<file path="config.mk">
export PLATFORM = sky130hd
export DESIGN_NAME = truth_table_sweeper
export DESIGN_NICKNAME = d
export VERILOG_FILES = /design/src/rtl/truth_table_sweeper_pkg.sv /design/src/rtl/truth_table_sweeper_settle_counter.sv /design/src/rtl/truth_table_sweeper.sv
export SDC_FILE = /design/constraint.sdc
export NUM_CORES = 1
export LEC_CHECK = 0
export ABC_AREA = 1
export CORE_ASPECT_RATIO = 0.7
export CORE_UTILIZATION = 52
export DETAILED_ROUTE_END_ITERATION = 10
export PLACE_DENSITY_LB_ADDON = 0.2
export SETUP_SLACK_MARGIN = 0.05
export SYNTH_ARGS = -nofsm -noshare
export SYNTH_HDL_FRONTEND = slang
export SYNTH_SLANG_ARGS = --single-unit
</file>
<file path="constraint.sdc">
create_clock -name clk -period 1.95 [get_ports clk]
set_clock_uncertainty 0.2 [all_clocks]
set_input_delay 0.2925 -clock clk [delete_from_list [all_inputs] [get_ports clk]]
set_output_delay 0.2925 -clock clk [all_outputs]
set_load 0.1 [all_outputs]
</file>
<file path="src/rtl/truth_table_sweeper_pkg.sv">
// Shared state encoding and default sizing for the truth-table sweeper.
package truth_table_sweeper_pkg;

    typedef enum logic [1:0] {
        IDLE  = 2'd0,
        DRIVE = 2'd1,
        DONE  = 2'd2
    } state_t;

    localparam int DEF_N_IN  = 4;
    localparam int DEF_CODES = 1 << DEF_N_IN;

endpackage

</file>
<file path="src/rtl/truth_table_sweeper_settle_counter.sv">
// Loadable down-counter pacing how long each code is held before sampling.
module truth_table_sweeper_settle_counter #(
    parameter int SETTLE = 1,
    parameter int CW     = (SETTLE > 0) ? $clog2(SETTLE + 1) : 1
) (
    input  logic clk,
    input  logic rstn,
    input  logic load,
    input  logic en,
    output logic zero
);

    localparam logic [CW-1:0] RELOAD = CW'(SETTLE);

    logic [CW-1:0] cnt;

    // Reaching zero while enabled is the sample point, so reload there.
    always_ff @(posedge clk or negedge rstn) begin
        if (!rstn)
            cnt <= '0;
        else if (load || (en && zero))
            cnt <= RELOAD;
        else if (en)
            cnt <= cnt - 1'b1;
    end

    assign zero = (cnt == '0);

endmodule

</file>
<file path="src/rtl/truth_table_sweeper.sv">
// Steps a combinational block through every input code and records its truth table.
module truth_table_sweeper
    import truth_table_sweeper_pkg::*;
#(
    parameter int N_IN   = DEF_N_IN,
    parameter int SETTLE = 1
) (
    input  logic                   clk,
    input  logic                   rstn,
    input  logic                   start,
    input  logic                   hold,
    input  logic                   f_in,
    output logic [N_IN-1:0]        w_out,
    output logic [(1<<N_IN)-1:0]   table_out,
    output logic [N_IN:0]          count_out,
    output logic                   busy,
    output logic                   done
);

    localparam int              CODES = 1 << N_IN;
    localparam logic [N_IN-1:0] LAST  = N_IN'(CODES - 1);

    state_t state;
    logic   zero;
    logic   sample;

    assign sample = (state == DRIVE) && !hold && zero;

    truth_table_sweeper_settle_counter #(.SETTLE(SETTLE)) u_settle_counter (
        .clk  (clk),
        .rstn (rstn),
        .load ((state == IDLE) && start),
        .en   ((state == DRIVE) && !hold),
        .zero (zero)
    );

    always_ff @(posedge clk or negedge rstn) begin
        if (!rstn) begin
            state     <= IDLE;
            w_out     <= '0;
            table_out <= '0;
            count_out <= '0;
            busy      <= 1'b0;
            done      <= 1'b0;
        end else begin
            case (state)
                IDLE: begin
                    w_out <= '0;
                    busy  <= 1'b0;
                    done  <= 1'b0;
                    if (start) begin
                        state     <= DRIVE;
                        busy      <= 1'b1;
                        table_out <= '0;
                        count_out <= '0;
                    end
                end
                DRIVE: begin
                    if (sample) begin
                        table_out[w_out] <= f_in;
                        count_out        <= count_out + {{N_IN{1'b0}}, f_in};
                        // The last code stays on the bus through the DONE cycle.
                        if (w_out == LAST) begin
                            state <= DONE;
                            busy  <= 1'b0;
                            done  <= 1'b1;
                        end else begin
                            w_out <= w_out + 1'b1;
                        end
                    end
                end
                DONE: begin
                    state <= IDLE;
                    done  <= 1'b0;
                    w_out <= '0;
                end
                default: begin
                    state <= IDLE;
                    busy  <= 1'b0;
                    done  <= 1'b0;
                end
            endcase
        end
    end

endmodule

</file>
## Yosys cells after proc, flatten, opt, wreduce, memory -nomap -nowiden

Index checks and enable logic that the tools add are counted.

- Bits in registers: 30
- Output and inout bits: 27
- Word-level logic and storage cells: 62

- Add/subtract/negate cells: 3
- $lt $le $gt $ge: 2
- Equal/unequal tests: 7
- Muxes and demuxes: 25
- Bitwise logic cells: 2
- Reduce and logical (&&, ||, !) cells: 16

Operators with widths:

| operator | number |
|---|---|
| 16-bit 2-to-1 mux | 2 |
| 16-bit one-hot mux with 2 select lines | 1 |
| 16-bit bitwise mux | 1 |
| 3-bit AND reduction | 4 |
| 5-bit 2-to-1 mux | 2 |
| 5-bit one-hot mux with 2 select lines | 1 |
| 1-bit 2-to-1 mux | 9 |
| 4-bit 2-to-1 mux | 2 |
| 4-bit one-hot mux with 2 select lines | 1 |
| 2-bit 2-to-1 mux | 3 |
| 2-bit != test (second input constant) | 3 |
| 2-bit nonzero test | 3 |
| 5-bit by 1-bit adder with 5-bit output | 1 |
| 4-bit by 5-bit less-than comparator with 1-bit output (second input constant) | 1 |
| 4-bit by 1-bit adder with 4-bit output (second input constant) | 1 |
| 1-bit demux with 4-bit select | 1 |
| 4-bit == test (second input constant) | 1 |
| 4-bit by 1-bit >= comparator with 1-bit output (second input constant) | 1 |
| 1-bit logical AND | 4 |
| 2-bit one-hot mux with 2 select lines | 1 |
| 1-bit one-hot mux with 3 select lines | 1 |
| 2-bit by 1-bit == test with 1-bit output (second input constant) | 1 |
| 2-bit == test (second input constant) | 1 |
| 2-bit logical NOT | 1 |
| 7 further kinds | 8 |

## Logic depth before layout (Yosys ltp)

- Word-level depth: 7
- Depth in mapped cells: 8

## Hierarchy

Synthesis repeated with hierarchy kept, for this count alone.

- Cells, all modules: 231
- Area, all modules: 1,687.9 sq um

Modules (own cells, without submodules):

| module | instances | cells an instance | area an instance (sq um) | sequential area each (sq um) |
|---|---|---|---|---|
| truth_table_sweeper | 1 | 224 | 1,639.1 | 725.7 |
| truth_table_sweeper_settle_counter | 1 | 7 | 48.8 | 25.0 |

## Worst setup path before layout

Ideal clock, no wire load.

- Path type: register -> register
- From: reg w_out[0]
- To: reg w_out[0]
- Data arrival time: 1.899 ns
- Data required time: 1.683 ns
- Setup slack: -0.216 ns
- Cell stages (with the launch flop): 8
- Buffers on the path: 0
- Clock period less this slack: 2.166 ns
- Cells stage by stage: dfrtp_1 > ha_1 > nand3_1 > nand2_1 > nand2_1 > nand2_1 > nand2_1 > nand2_1

- Longest elaborated chain between the ends: 4
- Elaborated cells on any way between the ends: 7
- Classes of those cells: 1 x add/sub; 2 x eq/ne; 3 x mux; 1 x reduce/logical

Ends and longest elaborated chain:

| element | RTL line | text |
|---|---|---|
| from (decl) | truth_table_sweeper.sv:13 | `output logic [N_IN-1:0] w_out,` |
| from (signal assigned) | truth_table_sweeper.sv:68 | `w_out <= w_out + 1'b1;` |
| 4-bit by 1-bit adder with 4-bit output | truth_table_sweeper.sv:68 |  |
| 4-bit 2-to-1 mux | truth_table_sweeper.sv:63 | `if (w_out == LAST) begin` |
| 4-bit 2-to-1 mux | truth_table_sweeper.sv:59 | `if (sample) begin` |
| 4-bit one-hot mux with 2 select lines | truth_table_sweeper.sv:46 | `case (state)` |

Parallel ways exist; a longest one is shown, timed or not. The select of a mux whose other input is x is not followed.
A chain may end at the register's enable or synchronous reset.

## Final worst setup path

- From: reg w_out[0]
- To: reg w_out[2]

The elaborated chain is that of the path after synthesis.

==> results.txt <==
----------------------------------------------------
[Logic synthesis]
  Synthesized net count ... 250
  Number of unique standard cell types used by synthesis ... 20
  Share of the yosys chip area belonging to registers ... roughly 42%
  Synthesized area per cell ... about 7.4 um^2
  Xor/xnor share of the synthesized area ... 0.493%
  Syn Inst Count ... 239
  Number of synthesis warnings ... 0
  Synthesized flop and latch total ... 30
  Synthesized-area fraction occupied by and/or/nand/nor cells ... 40.5%
  Combinational family with the most area after synthesis ... simple AND/OR/NAND/NOR gates
  Area share of fa/ha/maj cells after synthesis ... 4.22%
  Multiplexer area fraction after synthesis ... 0%
  Synthesized cell area ... 1780 um^2
  Complex-gate fraction of the synthesized area ... ~2.2%

[Die]
  Placement row count ... 17
  Core area ... between 3000 and 4000 um^2
  Die width ... 71.9 um
  Die outline area ... 3660 um^2
  Die extent in y ... around 50 um
  Ports placed on the boundary ... 32
  Effective utilization at floorplan ... 55.4%

[Timing]
  Number of failing hold endpoints at the final stage ... 0
  Slew at the pin closest to its max-slew limit ... about 370 ps
  Achievable frequency ... 588 MHz
  Setup violations, final ... 0
  Setup slack after layout ... 248 ps
  Hold Slack ... 192 ps
  Final clock period utilization by the worst path ... just under 90%
  Pins Over Slew Limit ... 0
  Worst slew margin relative to its limit ... 75.2%
  Setup total negative slack ... 0 ps
  Tmin final ... ~1700 ps
  Setup repair after global routing missed its margin ... no

[Critical path]
  Critical path capture point type ... register
  Startpoint Class ... register
  CP max FO ... 7
  Worst Path Arrival ... ~1700 ps
  Reg2reg start ... w_out[0]
  Register-to-register setup slack ... about 250 ps
  WP data required ... 1980 ps
  Start-to-end type of the worst setup path ... reg2reg
  R2R cell count ... 6
  Worst flop-to-flop path endpoint ... w_out[2]

[Final layout]
  Number of inserted diodes ... 0
  Final net count ... 282
  Fraction of final layout cells with drive strength greater than 1 ... 19.5%
  Number of filler cells placed in the layout ... 228
  Multi-input gate area ... between 800 and 900 um^2
  Commonest cells after routing, fill and taps aside ... sky130_fd_sc_hd__nand2_1, sky130_fd_sc_hd__nand3_1, sky130_fd_sc_hd__inv_1, sky130_fd_sc_hd__buf_12, sky130_fd_sc_hd__dfrtp_1
  Area added between synthesis and finish ... 39.4%
  Final Util ... 77.2%
  Most common cell after layout, fill and taps aside ... sky130_fd_sc_hd__nand2_1
  FF/Latch Area ... 758 um^2

[Power and ir drop]
  Seq pwr share ... roughly a quarter
  Total chip power ... 4.58 mW
  Portion of total power attributed to the clock network ... 11.3%
  Net Switching ... 2.49 mW
  Cell-internal power ... 2.10 mW
  Switch share ... 54.3%
  Maximum resistive drop on vdd ... roughly 1200 uV
  Fraction of power consumed by combinational cells ... a little under two thirds
  Power per Cell Area ... roughly 1800 nW/um^2
  Leakage ... 1.38 nW

[Clock network]
  Clock tree from TritonCTS ... yes
  Clock insertion delay at the later pin of the skew report ... 290 ps
  TritonCTS sink count ... 30
  Library cell used as clock root buffer ... sky130_fd_sc_hd__clkbuf_8
  H-tree levels ... 2
  Maximum count of clock buffers along a single path ... 2
  CTS Hold Bufs ... 0
  Total of cells resized after clock tree synthesis ... 0
  Clock buffer count from CTS ... 5
  Clock input transition at the sequential cells of the worst setup and hold paths ... 60 ps
  Post-CTS setup buffers ... 0

[Routing]
  Met1 WL ... 1.92 mm
  Total met2 wirelength after detailed routing ... about 1.8 mm
  DRC violation total after the first TritonRoute iteration ... 141
  First-pass iteration count of the detailed router ... 4
  Uppermost routed layer ... met4
  Detailed Route WL ... 3.93 mm
  Number of nets still failing antenna checks after routing ... 0
  Detailed-route vias per instance ... 5.10
  Overall via count from detail_route ... 1,627
  Detailed-route DRC error count ... 0
  Routed length on met3 ... 173 um
  Routed len/inst ... roughly 12 um

[GRT]
  Vias in the first global route ... approximately 1,500
  Global-route wire length before repair ... 6.73 mm
  Maximum number of pins on one net before global-route repair ... 31
  Antenna violations before repair ... 0
  Remaining Overflow, GRT ... 0
  All-Layer GR Usage ... 24.9%

[Placement]
  Worst-case setup slack after placement ... approximately 42 ps
  DP HPWL ... 2.80 mm
  Port buffer count ... 31
  Placer's final routability congestion estimate ... 0.822

[Run]
  Number of max-cap violations ... 0

[Outcome]
  Result of the run ... finished clean

[Hold path]
  Hold crit path type ... in2async

----------------------------------------------------
cells in the mapped netlist:
library cell	n	area, um^2
sky130_fd_sc_hd__buf_2	4	20.0
sky130_fd_sc_hd__buf_4	1	7.51
sky130_fd_sc_hd__buf_6	4	45.0
sky130_fd_sc_hd__dfrtp_1	30	751
sky130_fd_sc_hd__ha_1	6	75.1
sky130_fd_sc_hd__inv_1	28	105
sky130_fd_sc_hd__inv_2	2	7.51
sky130_fd_sc_hd__nand2_1	83	312
sky130_fd_sc_hd__nand2_2	1	6.26
sky130_fd_sc_hd__nand2_4	2	22.5
sky130_fd_sc_hd__nand3_1	54	270
sky130_fd_sc_hd__nand3_2	2	20.0
sky130_fd_sc_hd__nand4_1	1	6.26
sky130_fd_sc_hd__nor2_1	10	37.5
sky130_fd_sc_hd__nor2_8	2	40.0
sky130_fd_sc_hd__nor3_1	1	5.00
sky130_fd_sc_hd__o21ai_0	4	20.0
sky130_fd_sc_hd__o21ai_1	2	10.0
sky130_fd_sc_hd__o21ai_2	1	8.76
sky130_fd_sc_hd__xor2_1	1	8.76
area by class of cell:
type | instances | area share (%)
Multi-Input combinational cell | 170 | 34.0
Sequential cell | 30 | 30.6
Timing Repair Buffer | 34 | 24.8
Inverter | 30 | 4.54
Clock buffer | 7 | 3.48
Tap cell | 47 | 2.37
Clock inverter | 1 | 0.202
layer usage:
| layer | up-vias | global-route usage, % |
|---|---|---|
| met5 | - | 0 |
| met4 | 0 | 10.8 |
| met2 | 49 | 38.5 |
| met1 | 751 | 33.4 |
| li1 | 820 | - |
| met3 | 7 | 6.31 |
critical path, stage by stage, from the launching register on:
cell	delay (ps)
sky130_fd_sc_hd__dfrtp_2	470
sky130_fd_sc_hd__ha_1	290
sky130_fd_sc_hd__nand3_1	170
sky130_fd_sc_hd__nand2_1	100
sky130_fd_sc_hd__nor2_1	240
sky130_fd_sc_hd__nand3_1	100
sky130_fd_sc_hd__nand2_1	70
flip-flops by register name, indices dropped and copies added, names as in the netlist:
| signal | count |
|---|---|
| done | 1 |
| state | 2 |
| table_out | 16 |
| count_out | 5 |
| busy | 1 |
| u_settle_counter.cnt | 1 |
| w_out | 4 |
stage by stage:
stage,cells,instance area (um^2)
2_1_floorplan,239,1790
3_3_place_gp,311,2390
5_1_grt,319,2480
3_5_place_dp,311,2390
6_report,319,2480
4_1_cts,319,2480
worst max path at each step:
| stage | from | to | slack, ps | depth (start not counted) |
|---|---|---|---|---|
| after floorplan | count_out[0] | count_out[4] | 130 | 7 |
| after global placement | f_in | count_out[2] | 140 | 8 |
| after detailed placement | f_in | count_out[2] | 40 | 8 |
| after CTS | w_out[0] | w_out[2] | 260 | 6 |
| after global routing | state[0] | count_out[3] | 150 | 7 |
| final | w_out[0] | w_out[2] | 250 | 6 |
kinds of logic (layout without fill, tap and decap cells):
| family | after synthesis | in the layout |
|---|---|---|
| flip-flops | 30 | 30 |
| XOR/XNOR | 1 | 1 |
| adder cells (fa/ha/maj) | 6 | 6 |
| AND/OR/NAND/NOR | 156 | 156 |
| AO/OA/AOI/OAI | 7 | 7 |
| buffers and inverters | 39 | 72 |
power groups by stage:
stage	sequential, mW	combinational (mW)	clock (mW)
2_1_floorplan	2.38	0.600	0
3_3_place_gp	1.15	2.88	0
3_5_place_dp	1.16	2.92	0
4_1_cts	1.15	2.92	0.534
5_1_grt	1.19	3.04	0.556
6_report	1.15	2.92	0.518
Power figures use the tool's default switching activity.
